File: src/rtl/ex_divider_if.sv
// ex_divider_if
// Handshake and data bundle between the EX stage and the iterative divider.
// The master side (EX stage) drives the operation request and flush.
// The slave side (divider) returns the stall request, status and result.
//   start     : EX holds a valid divide op this cycle
//   op        : 00 div.w, 01 mod.w, 10 div.wu, 11 mod.wu
//   src1/src2 : dividend / divisor after operand forwarding
//   flush     : kill any in-flight operation
//   stall_req : freeze IF/ID/EX while the divide is outstanding
//   busy      : iteration in progress
//   done      : one-cycle pulse, result valid
//   result    : quotient or remainder
interface ex_divider_if #(
  parameter int WIDTH = 32
);
  logic             start;
  logic [1:0]       op;
  logic [WIDTH-1:0] src1;
  logic [WIDTH-1:0] src2;
  logic             flush;
  logic             stall_req;
  logic             busy;
  logic             done;
  logic [WIDTH-1:0] result;

  modport master (
    output start, op, src1, src2, flush,
    input  stall_req, busy, done, result
  );

  modport slave (
    input  start, op, src1, src2, flush,
    output stall_req, busy, done, result
  );
endinterface

File: src/rtl/ex_divider.sv
// ex_divider
// Radix-2 restoring divider for div.w / mod.w / div.wu / mod.wu. Fixed
// latency of 33 cycles from the accepting cycle to the done pulse.
// Signed operands are converted to magnitudes on accept; the sign is
// restored on the way into the result register.
// Ports:
//   clk   : core clock, rising edge
//   reset : synchronous, active-high
//   dif   : ex_divider_if slave modport (request, flush, stall, result)
//
// state  | meaning
// -------+-----------------------------------------------------------
// S_IDLE | waiting for start; result holds the last value
// S_CALC | one quotient bit per cycle, counter 0..31
// S_DONE | done pulse, result valid; a new start is accepted here too
module ex_divider #(
  parameter int WIDTH = 32,
  parameter int CNT_W = 5
) (
  input logic         clk,
  input logic         reset,
  ex_divider_if.slave dif
);

  typedef enum logic [1:0] {
    S_IDLE = 2'd0,
    S_CALC = 2'd1,
    S_DONE = 2'd2
  } state_t;

  state_t state_q, state_d;

  logic [1:0]       op_q;
  logic [WIDTH:0]   rem_q;
  logic [WIDTH-1:0] quot_q;
  logic [WIDTH-1:0] divisor_q;
  logic [WIDTH-1:0] src1_q;
  logic             qneg_q;
  logic             rneg_q;
  logic             divzero_q;
  logic [CNT_W-1:0] cnt_q;
  logic             busy_q;
  logic             done_q;
  logic [WIDTH-1:0] result_q;

  logic             accept;
  logic             is_signed;
  logic [WIDTH-1:0] abs1;
  logic [WIDTH-1:0] abs2;
  logic [WIDTH:0]   shifted;
  logic [WIDTH:0]   trial;
  logic [WIDTH:0]   rem_step;
  logic [WIDTH-1:0] quot_step;
  logic [WIDTH-1:0] q_fix;
  logic [WIDTH-1:0] r_fix;
  logic [WIDTH-1:0] fin;

  // A start in DONE is treated exactly like one in IDLE; CALC ignores it.
  assign accept    = dif.start & ~dif.flush & (state_q != S_CALC);
  assign is_signed = ~dif.op[1];

  // Next-state logic
  always_comb begin
    state_d = state_q;
    unique case (state_q)
      S_IDLE: if (accept) state_d = S_CALC;
      S_CALC: begin
        if (dif.flush)
          state_d = S_IDLE;
        else if (cnt_q == CNT_W'(WIDTH - 1))
          state_d = S_DONE;
      end
      S_DONE: state_d = accept ? S_CALC : S_IDLE;
      default: state_d = S_IDLE;
    endcase
  end

  always_ff @(posedge clk) begin
    if (reset) state_q <= S_IDLE;
    else       state_q <= state_d;
  end

  // Datapath: operand magnitudes, one restoring step, sign fix-up.
  always_comb begin
    abs1 = (is_signed && dif.src1[WIDTH-1]) ? -dif.src1 : dif.src1;
    abs2 = (is_signed && dif.src2[WIDTH-1]) ? -dif.src2 : dif.src2;

    // Partial remainder is always below the divisor, so its MSB is spare.
    shifted = {rem_q[WIDTH-1:0], quot_q[WIDTH-1]};
    trial   = shifted - {1'b0, divisor_q};
    if (!trial[WIDTH]) begin
      rem_step  = trial;
      quot_step = {quot_q[WIDTH-2:0], 1'b1};
    end else begin
      rem_step  = shifted;
      quot_step = {quot_q[WIDTH-2:0], 1'b0};
    end

    q_fix = qneg_q ? -quot_step : quot_step;
    r_fix = rneg_q ? -rem_step[WIDTH-1:0] : rem_step[WIDTH-1:0];

    // Divide by zero bypasses the fix-up: all-ones quotient, raw dividend.
    if (divzero_q)
      fin = op_q[0] ? src1_q : '1;
    else
      fin = op_q[0] ? r_fix : q_fix;
  end

  always_ff @(posedge clk) begin
    if (reset) begin
      op_q      <= '0;
      rem_q     <= '0;
      quot_q    <= '0;
      divisor_q <= '0;
      src1_q    <= '0;
      qneg_q    <= 1'b0;
      rneg_q    <= 1'b0;
      divzero_q <= 1'b0;
      cnt_q     <= '0;
      busy_q    <= 1'b0;
      done_q    <= 1'b0;
      result_q  <= '0;
    end else begin
      if (accept) begin
        op_q      <= dif.op;
        rem_q     <= '0;
        quot_q    <= abs1;
        divisor_q <= abs2;
        src1_q    <= dif.src1;
        qneg_q    <= is_signed & (dif.src1[WIDTH-1] ^ dif.src2[WIDTH-1]);
        rneg_q    <= is_signed & dif.src1[WIDTH-1];
        divzero_q <= (dif.src2 == '0);
        cnt_q     <= '0;
      end else if (state_q == S_CALC && !dif.flush) begin
        rem_q  <= rem_step;
        quot_q <= quot_step;
        cnt_q  <= cnt_q + CNT_W'(1);
      end

      // The final iteration feeds the result register directly.
      if (state_q == S_CALC && state_d == S_DONE)
        result_q <= fin;

      busy_q <= (state_d == S_CALC);
      done_q <= (state_d == S_DONE);
    end
  end

  assign dif.stall_req = (dif.start & (state_q == S_IDLE) & ~dif.flush) |
                         (state_q == S_CALC);
  assign dif.busy      = busy_q;
  assign dif.done      = done_q;
  assign dif.result    = result_q;

endmodule
File: src/flat_wrapper.sv
// flat-port wrapper written by rule: the top's interface ports become plain ports
module ex_divider_flat 
#(
  parameter int WIDTH = 32,
  parameter int CNT_W = 5
)
  (clk, reset, dif_start, dif_op, dif_src1, dif_src2, dif_flush, dif_stall_req, dif_busy, dif_done, dif_result);
  ex_divider_if #(.WIDTH(WIDTH)) dif_i ();
  input logic clk;
  input logic reset;
  input wire logic [$bits(dif_i.start)-1:0] dif_start;
  input wire logic [$bits(dif_i.op)-1:0] dif_op;
  input wire logic [$bits(dif_i.src1)-1:0] dif_src1;
  input wire logic [$bits(dif_i.src2)-1:0] dif_src2;
  input wire logic [$bits(dif_i.flush)-1:0] dif_flush;
  output wire logic [$bits(dif_i.stall_req)-1:0] dif_stall_req;
  output wire logic [$bits(dif_i.busy)-1:0] dif_busy;
  output wire logic [$bits(dif_i.done)-1:0] dif_done;
  output wire logic [$bits(dif_i.result)-1:0] dif_result;
  assign dif_i.start = dif_start;
  assign dif_i.op = dif_op;
  assign dif_i.src1 = dif_src1;
  assign dif_i.src2 = dif_src2;
  assign dif_i.flush = dif_flush;
  assign dif_stall_req = dif_i.stall_req;
  assign dif_busy = dif_i.busy;
  assign dif_done = dif_i.done;
  assign dif_result = dif_i.result;
  ex_divider #(.WIDTH(WIDTH), .CNT_W(CNT_W)) u_core (.clk(clk), .reset(reset), .dif(dif_i));
endmodule
File: config.mk
export PLATFORM = sky130hd
export DESIGN_NAME = ex_divider_flat
export DESIGN_NICKNAME = d
export VERILOG_FILES = /design/src/rtl/ex_divider_if.sv /design/src/rtl/ex_divider.sv /design/src/flat_wrapper.sv
export SDC_FILE = /design/constraint.sdc
export NUM_CORES = 1
export LEC_CHECK = 0
export ABC_AREA = 1
export CORE_AREA = 2 2 215 217
export CTS_CLUSTER_DIAMETER = 120
export DETAILED_ROUTE_END_ITERATION = 10
export DIE_AREA = 0 0 217 219
export PLACE_DENSITY = 0.56
export SETUP_SLACK_MARGIN = 0.05
export SYNTH_ARGS = -nofsm -noshare
export SYNTH_HDL_FRONTEND = slang
export SYNTH_SLANG_ARGS = --single-unit
File: constraint.sdc
create_clock -name clk -period 4.9 [get_ports clk]
set_input_delay 1.47 -clock clk [delete_from_list [all_inputs] [get_ports clk]]
set_output_delay 1.47 -clock clk [all_outputs]
set_load 0.005 [all_outputs]
# After elaboration in Yosys (flattened, before gate mapping)
# Cells that the tools add are included.
# Widths: inputs -> output; s select.
# totals
register_bits,173
elab_cells,60
# op_classes
addsub,6
eq_ne,6
n_mux,16
bitwise_logic,10
n_reduce_logical,9
# ops
cell,count
$mux 32,10
$neg 32->32,4
$sub 33x32->33,1
$logic_not 32->1,1
$and 1x1->1,6
$mux 2,3
$pmux 2 s3,1
$add 5x1->5 const B,1
$eq 5x5->1 const B,1
$eq 2x1->1 const B,2
$eq 2x2->1 const B,2
$logic_and 1x1->1,4
$logic_not 2->1,1
$mux 1,2
$ne 2x1->1 const B,1
$not 1->1,2
$reduce_bool 2->1,1
$reduce_or 2->1,1
$logic_not 1->1,1
$or 1x1->1,1
$xor 1x1->1,1

# Logic depth before layout (Yosys ltp)
# logic_depth
ltp_word,7
mapped_depth,33
depth_no_buf,31

# Least setup slack after synthesis
# Ideal clock, no wire load.
# synth_timing
path_kind,flip-flop to flip-flop
from,register u_core.quot_q[31]
to,"register u_core.result_q[24], in the netlist u_core.dif.result[24]"
setup_ns,0.134
t_arrival_ns,4.102
required_ns,4.766
setup_slack_ns,0.664
path_stages_with_launch,33
synth_period_minus_slack_ns,4.236
cell_sequence,dfxtp_1 > inv_1 > ha_1 > inv_1 > fa_1 > nand2_1 > nand2_1 > nand3_1 > nand2_2 > nand2_2 > nand2_4 > nand2_4 > nand3_2 > nand2_4 > buf_4 > buf_4 > ha_1 > inv_1 > nor3_1 > nand2_1 > nor3_1 > nand3_1 > nor2_1 > nand4_1 > or2_2 > nor3_1 > nor2_1 > o21ai_0 > a21oi_1 > nor2_1 > nand2_1 > nand2_1 > a21oi_1
# synth_between
elab_chain_len,6
# synth_rtl
element,line_no,source
start: declaration,ex_divider.sv:35,logic [WIDTH-1:0] quot_q;
start signal: assignment,ex_divider.sv:127,quot_q <= abs1;
start signal: assignment,ex_divider.sv:136,quot_q <= quot_step;
$sub 33x32->33,ex_divider.sv:90,"trial = shifted - {1'b0, divisor_q};"
$mux 1 / $mux 32 (equally long branches),ex_divider.sv:91,if (!trial[WIDTH]) begin
"$neg 32->32, on equally long branches","ex_divider.sv:99, ex_divider.sv:100",
"$mux 32, on equally long branches","ex_divider.sv:99, ex_divider.sv:100",
$mux 32 *,ex_divider.sv:106,fin = op_q[0] ? r_fix : q_fix;
$mux 32 *,ex_divider.sv:103,if (divzero_q)
end signal: assignment,ex_divider.sv:142,result_q <= fin;
end: declaration,ex_divider.sv:44,logic [WIDTH-1:0] result_q;
# Every way passes the cells marked *; elsewhere a longest branch is shown, timed or not.
# A chain may end at the register's enable or synchronous reset.

# Worst setup path in the final report
# layout_timing
from,input dif_src1[2]
to,register u_core.quot_q[31]
# layout_between
elab_chain_len,3
# layout_rtl
element,line_no,source
start: declaration,flat_wrapper.sv:13,input wire logic [$bits(dif_i.src1)-1:0] dif_src1;
$neg 32->32,ex_divider.sv:85,abs1 = (is_signed && dif.src1[WIDTH-1]) ? -dif.src1 : dif.src1;
$mux 32,ex_divider.sv:85,
$mux 32,ex_divider.sv:124,if (accept) begin
# No other way between the ends.

==> key figures <==
Yosys
  – Dominant cell type by area after synthesis: dfxtp_1
  – Post-synthesis adder-cell area fraction: 3.71%
  – Post-Syn Area: 13400 um2
  – Sequential-to-total area share from yosys stat: 25.9%
  – Main synth FF type: dfxtp_1
  – Fraction of registers with async set/reset: 0%
  – Simple-gate share of the synthesized area: 35.3%
  – Post-synthesis xor/xnor area fraction: 2.42%
  – Top cell type's share of synthesized area: 25.9%
  – Mapped Cells: 2237
  – YS warnings: 0
  – Syn Area/Cell: 5.98 um2
  – Synth top area cells: dfxtp_1 (26%), nand2_1 (17%), inv_1 (9.4%)
  – Main combinational cell family by area after synthesis: simple AND/OR/NAND/NOR gates
  – Mux cell area share after synthesis: 0%
  – Register bit total from synthesis: 173
  – Post-synth EDFFs: 0
  – Compound-gate portion of the synthesized area: 19.8%
  – Synth unique cells: 59
  – Syn_nets: 2346

Placed design
  – Placer Congestion: 0.911
  – Placed instance count: 2872
  – Dpl cell area: 15000 um2
  – Worst slack at placement: 159 ps
  – IO buf count: 104
  – DP Wirelength: 39400 um

Cells and area
  – NumNets Final: 2400
  – Layout cell share with drive strength beyond 1: 5.73%
  – Final Util: 34.6%
  – Area Growth Syn to Fin: 16.8%
  – Multi-input gate area: 8220 um2
  – ANT cells: 0
  – Commonest non-fill, non-tap cell in the layout: nand2_1
  – Most frequent cells in the layout: nand2_1 (588), inv_1 (335), nor2_1 (199)
  – Register area: 3460 um2
  – Filler cell count: 5039
  – Design Area, Final: 15600 um2
  – Post-Layout Cell Count: 2904

Power and ir drop
  – Net Switching: 2.10 mW
  – Seq pwr share: 30.6%
  – P per Cell Area: 321 nW/um2
  – VDD IR max: 0.265 mV
  – Internal: 2.90 mW
  – Leak: 7.19 nW
  – Power consumption: 5.00 mW
  – Comb power frac: 38.9%
  – Clock share of power: 30.5%
  – Sw Ratio: 42.0%

Global route
  – GR Overflow Total: 0
  – Initial antenna violation count: 0
  – Vias in the first global route: 14000
  – First-pass GRT wire length: 79300 um
  – Total GRT Usage: 21.3%
  – Largest net degree at the start of global routing: 60

Drt
  – Wire per inst: 17.3 um
  – DRT iter0 DRCs: 1319
  – Vias: 14800
  – Via/cell ratio: 5.11
  – DRC: 0
  – Final WL: 50300 um
  – Pre-antenna DRT Iters: 5
  – Number of routed nets with antenna violations: 0

Clocking
  – # H-tree levels: 4
  – Clock transition at the registers of the reported paths: 70 ps
  – CTS tree: built
  – CTS root buf: clkbuf_16
  – CTS buffer count: 17
  – Clock Path Buffers: 2
  – Clk_lat worst skew: 450 ps
  – Sink Count: 173
  – Hold buffer count at cts: 0

Die
  – Starting Density: 29.7%
  – Die area: 47500 um2
  – Die X: 217 um
  – Core footprint: 45100 um2
  – Cell row count: 78
  – I/O pin cnt: 105
  – Die Ht: 219 um

Worst setup path
  – Setup CP Type: in2reg
  – Startpoint types: primary input
  – Req. time, crit path: 5260 ps
  – Critical Path End Type: flip-flop
  – Worst Path Arrival: 4810 ps
  – CP max FO: 5

Hold path
  – Worst Hold Class: reg2reg

Timing
  – Setup TNS: 0 ps
  – Slew Viols, Final: 0
  – RSZ-0062 raised after global routing: no
  – Skew final: 11.1 ps
  – Final WS setup: 450 ps
  – Final setup viols: 0
  – Fin crit period: 4450 ps
  – Slew headroom: 35.8%
  – Hold Vio Cnt, Final: 0
  – Tcrit/Tclk final: 90.8%
  – Maximum clock rate: 0.225 GHz
  – Hold WS: 449 ps
  – Worst Max-Slew Pin Slew: 962 ps

Run
  – Maximum capacitance violations: 0

Run status
  – Status: complete, no violations
worst max-delay path, cell delays in order:
cell and delay [ps]:
clkdlybuf4s50_1 430, inv_1 150, nand3_1 120, nor3_1 290, nand3_1 240, nor3_2 250
nand3_1 180, nor3_2 320, nand4_1 280, nor2_1 150, nand2_1 80, nor2_1 190
nand2_1 140, nor3_1 200, o21ai_1 100, a21oi_1 220
area by class of cell:
cell class              instances  area share [%]
multi-input cells            1621            52.6
flip-flops and latches        173            22.2
inverters                     350            8.42
repair buffers                128            7.87
well taps                     600            4.81
clock buffers                  18            2.81
clock inverters                14            1.25
worst paths after layout:
path	from	endpoint	slack (ps)	cells after the start
setup / recovery	dif_src1[2]	u_core.quot_q[31]$_SDFFE_PP0P_	450	16
hold / removal	u_core.src1_q[3]$_SDFFE_PP0P_	u_core.src1_q[3]$_SDFFE_PP0P_	450	2
setup reg to reg	u_core.quot_q[31]$_SDFFE_PP0P_	u_core.dif.result[26]$_SDFFE_PP0P_	580	30
hold reg to reg	u_core.src1_q[3]$_SDFFE_PP0P_	u_core.src1_q[3]$_SDFFE_PP0P_	450	2
cells by family (layout without fill, tap and decap cells):
group / Yosys count / count (layout)
adder cells (fa/ha/maj): 39 / 39
flip-flops: 173 / 173
XOR/XNOR: 37 / 37
AND/OR/NAND/NOR: 1089 / 1089
buffers and inverters: 443 / 510
AO/OA/AOI/OAI: 456 / 456
synthesized netlist by cell type (all sizes together) (25+ instances only):
library cell and count:
a21oi 154, a31oi 25, clkbuf 72, dfxtp 173
ha 38, inv 347, nand2 613, nand3 151
nand4 27, nor2 213, nor3 49, o211ai 45
o21ai 167, o22ai 27
registers in the layout (all words and copies together), names as in the netlist, 2 cells and up:
| name | count |
|---|---|
| u_core.state_q | 2 |
| u_core.rem_q | 32 |
| u_core.src1_q | 32 |
| u_core.dif.result | 32 |
| u_core.cnt_q | 5 |
| u_core.quot_q | 32 |
| u_core.divisor_q | 32 |
routing by layer:
| layer | vias up | share of wire (%) | global-route usage [%] | wire length [um] |
|---|---|---|---|---|
| met5 | - | 0 | 0 | 0 |
| met4 | 0 | 2.0 | 5.73 | 997 |
| met3 | 49 | 5.0 | 2.38 | 2520 |
| met2 | 450 | 46 | 34.7 | 23100 |
| met1 | 6940 | 47 | 29.8 | 23700 |
| li1 | 7404 | - | - | - |
repair_timing:
action	4_1_cts	5_1_grt
buffers inserted	0	0
gates resized for setup	0	5
endpoints found under the setup margin	0	5
power by group through the flow:
stage / sequential [mW] / clock (mW) / combinational, mW
2_1_floorplan: 1.53 / 0 / 1.40
3_3_place_gp: 1.56 / 0 / 1.91
3_5_place_dp: 1.56 / 0 / 1.92
4_1_cts: 1.53 / 1.54 / 1.93
5_1_grt: 1.54 / 1.61 / 2.20
6_report: 1.53 / 1.53 / 1.95
Power figures use the tool's default switching activity.
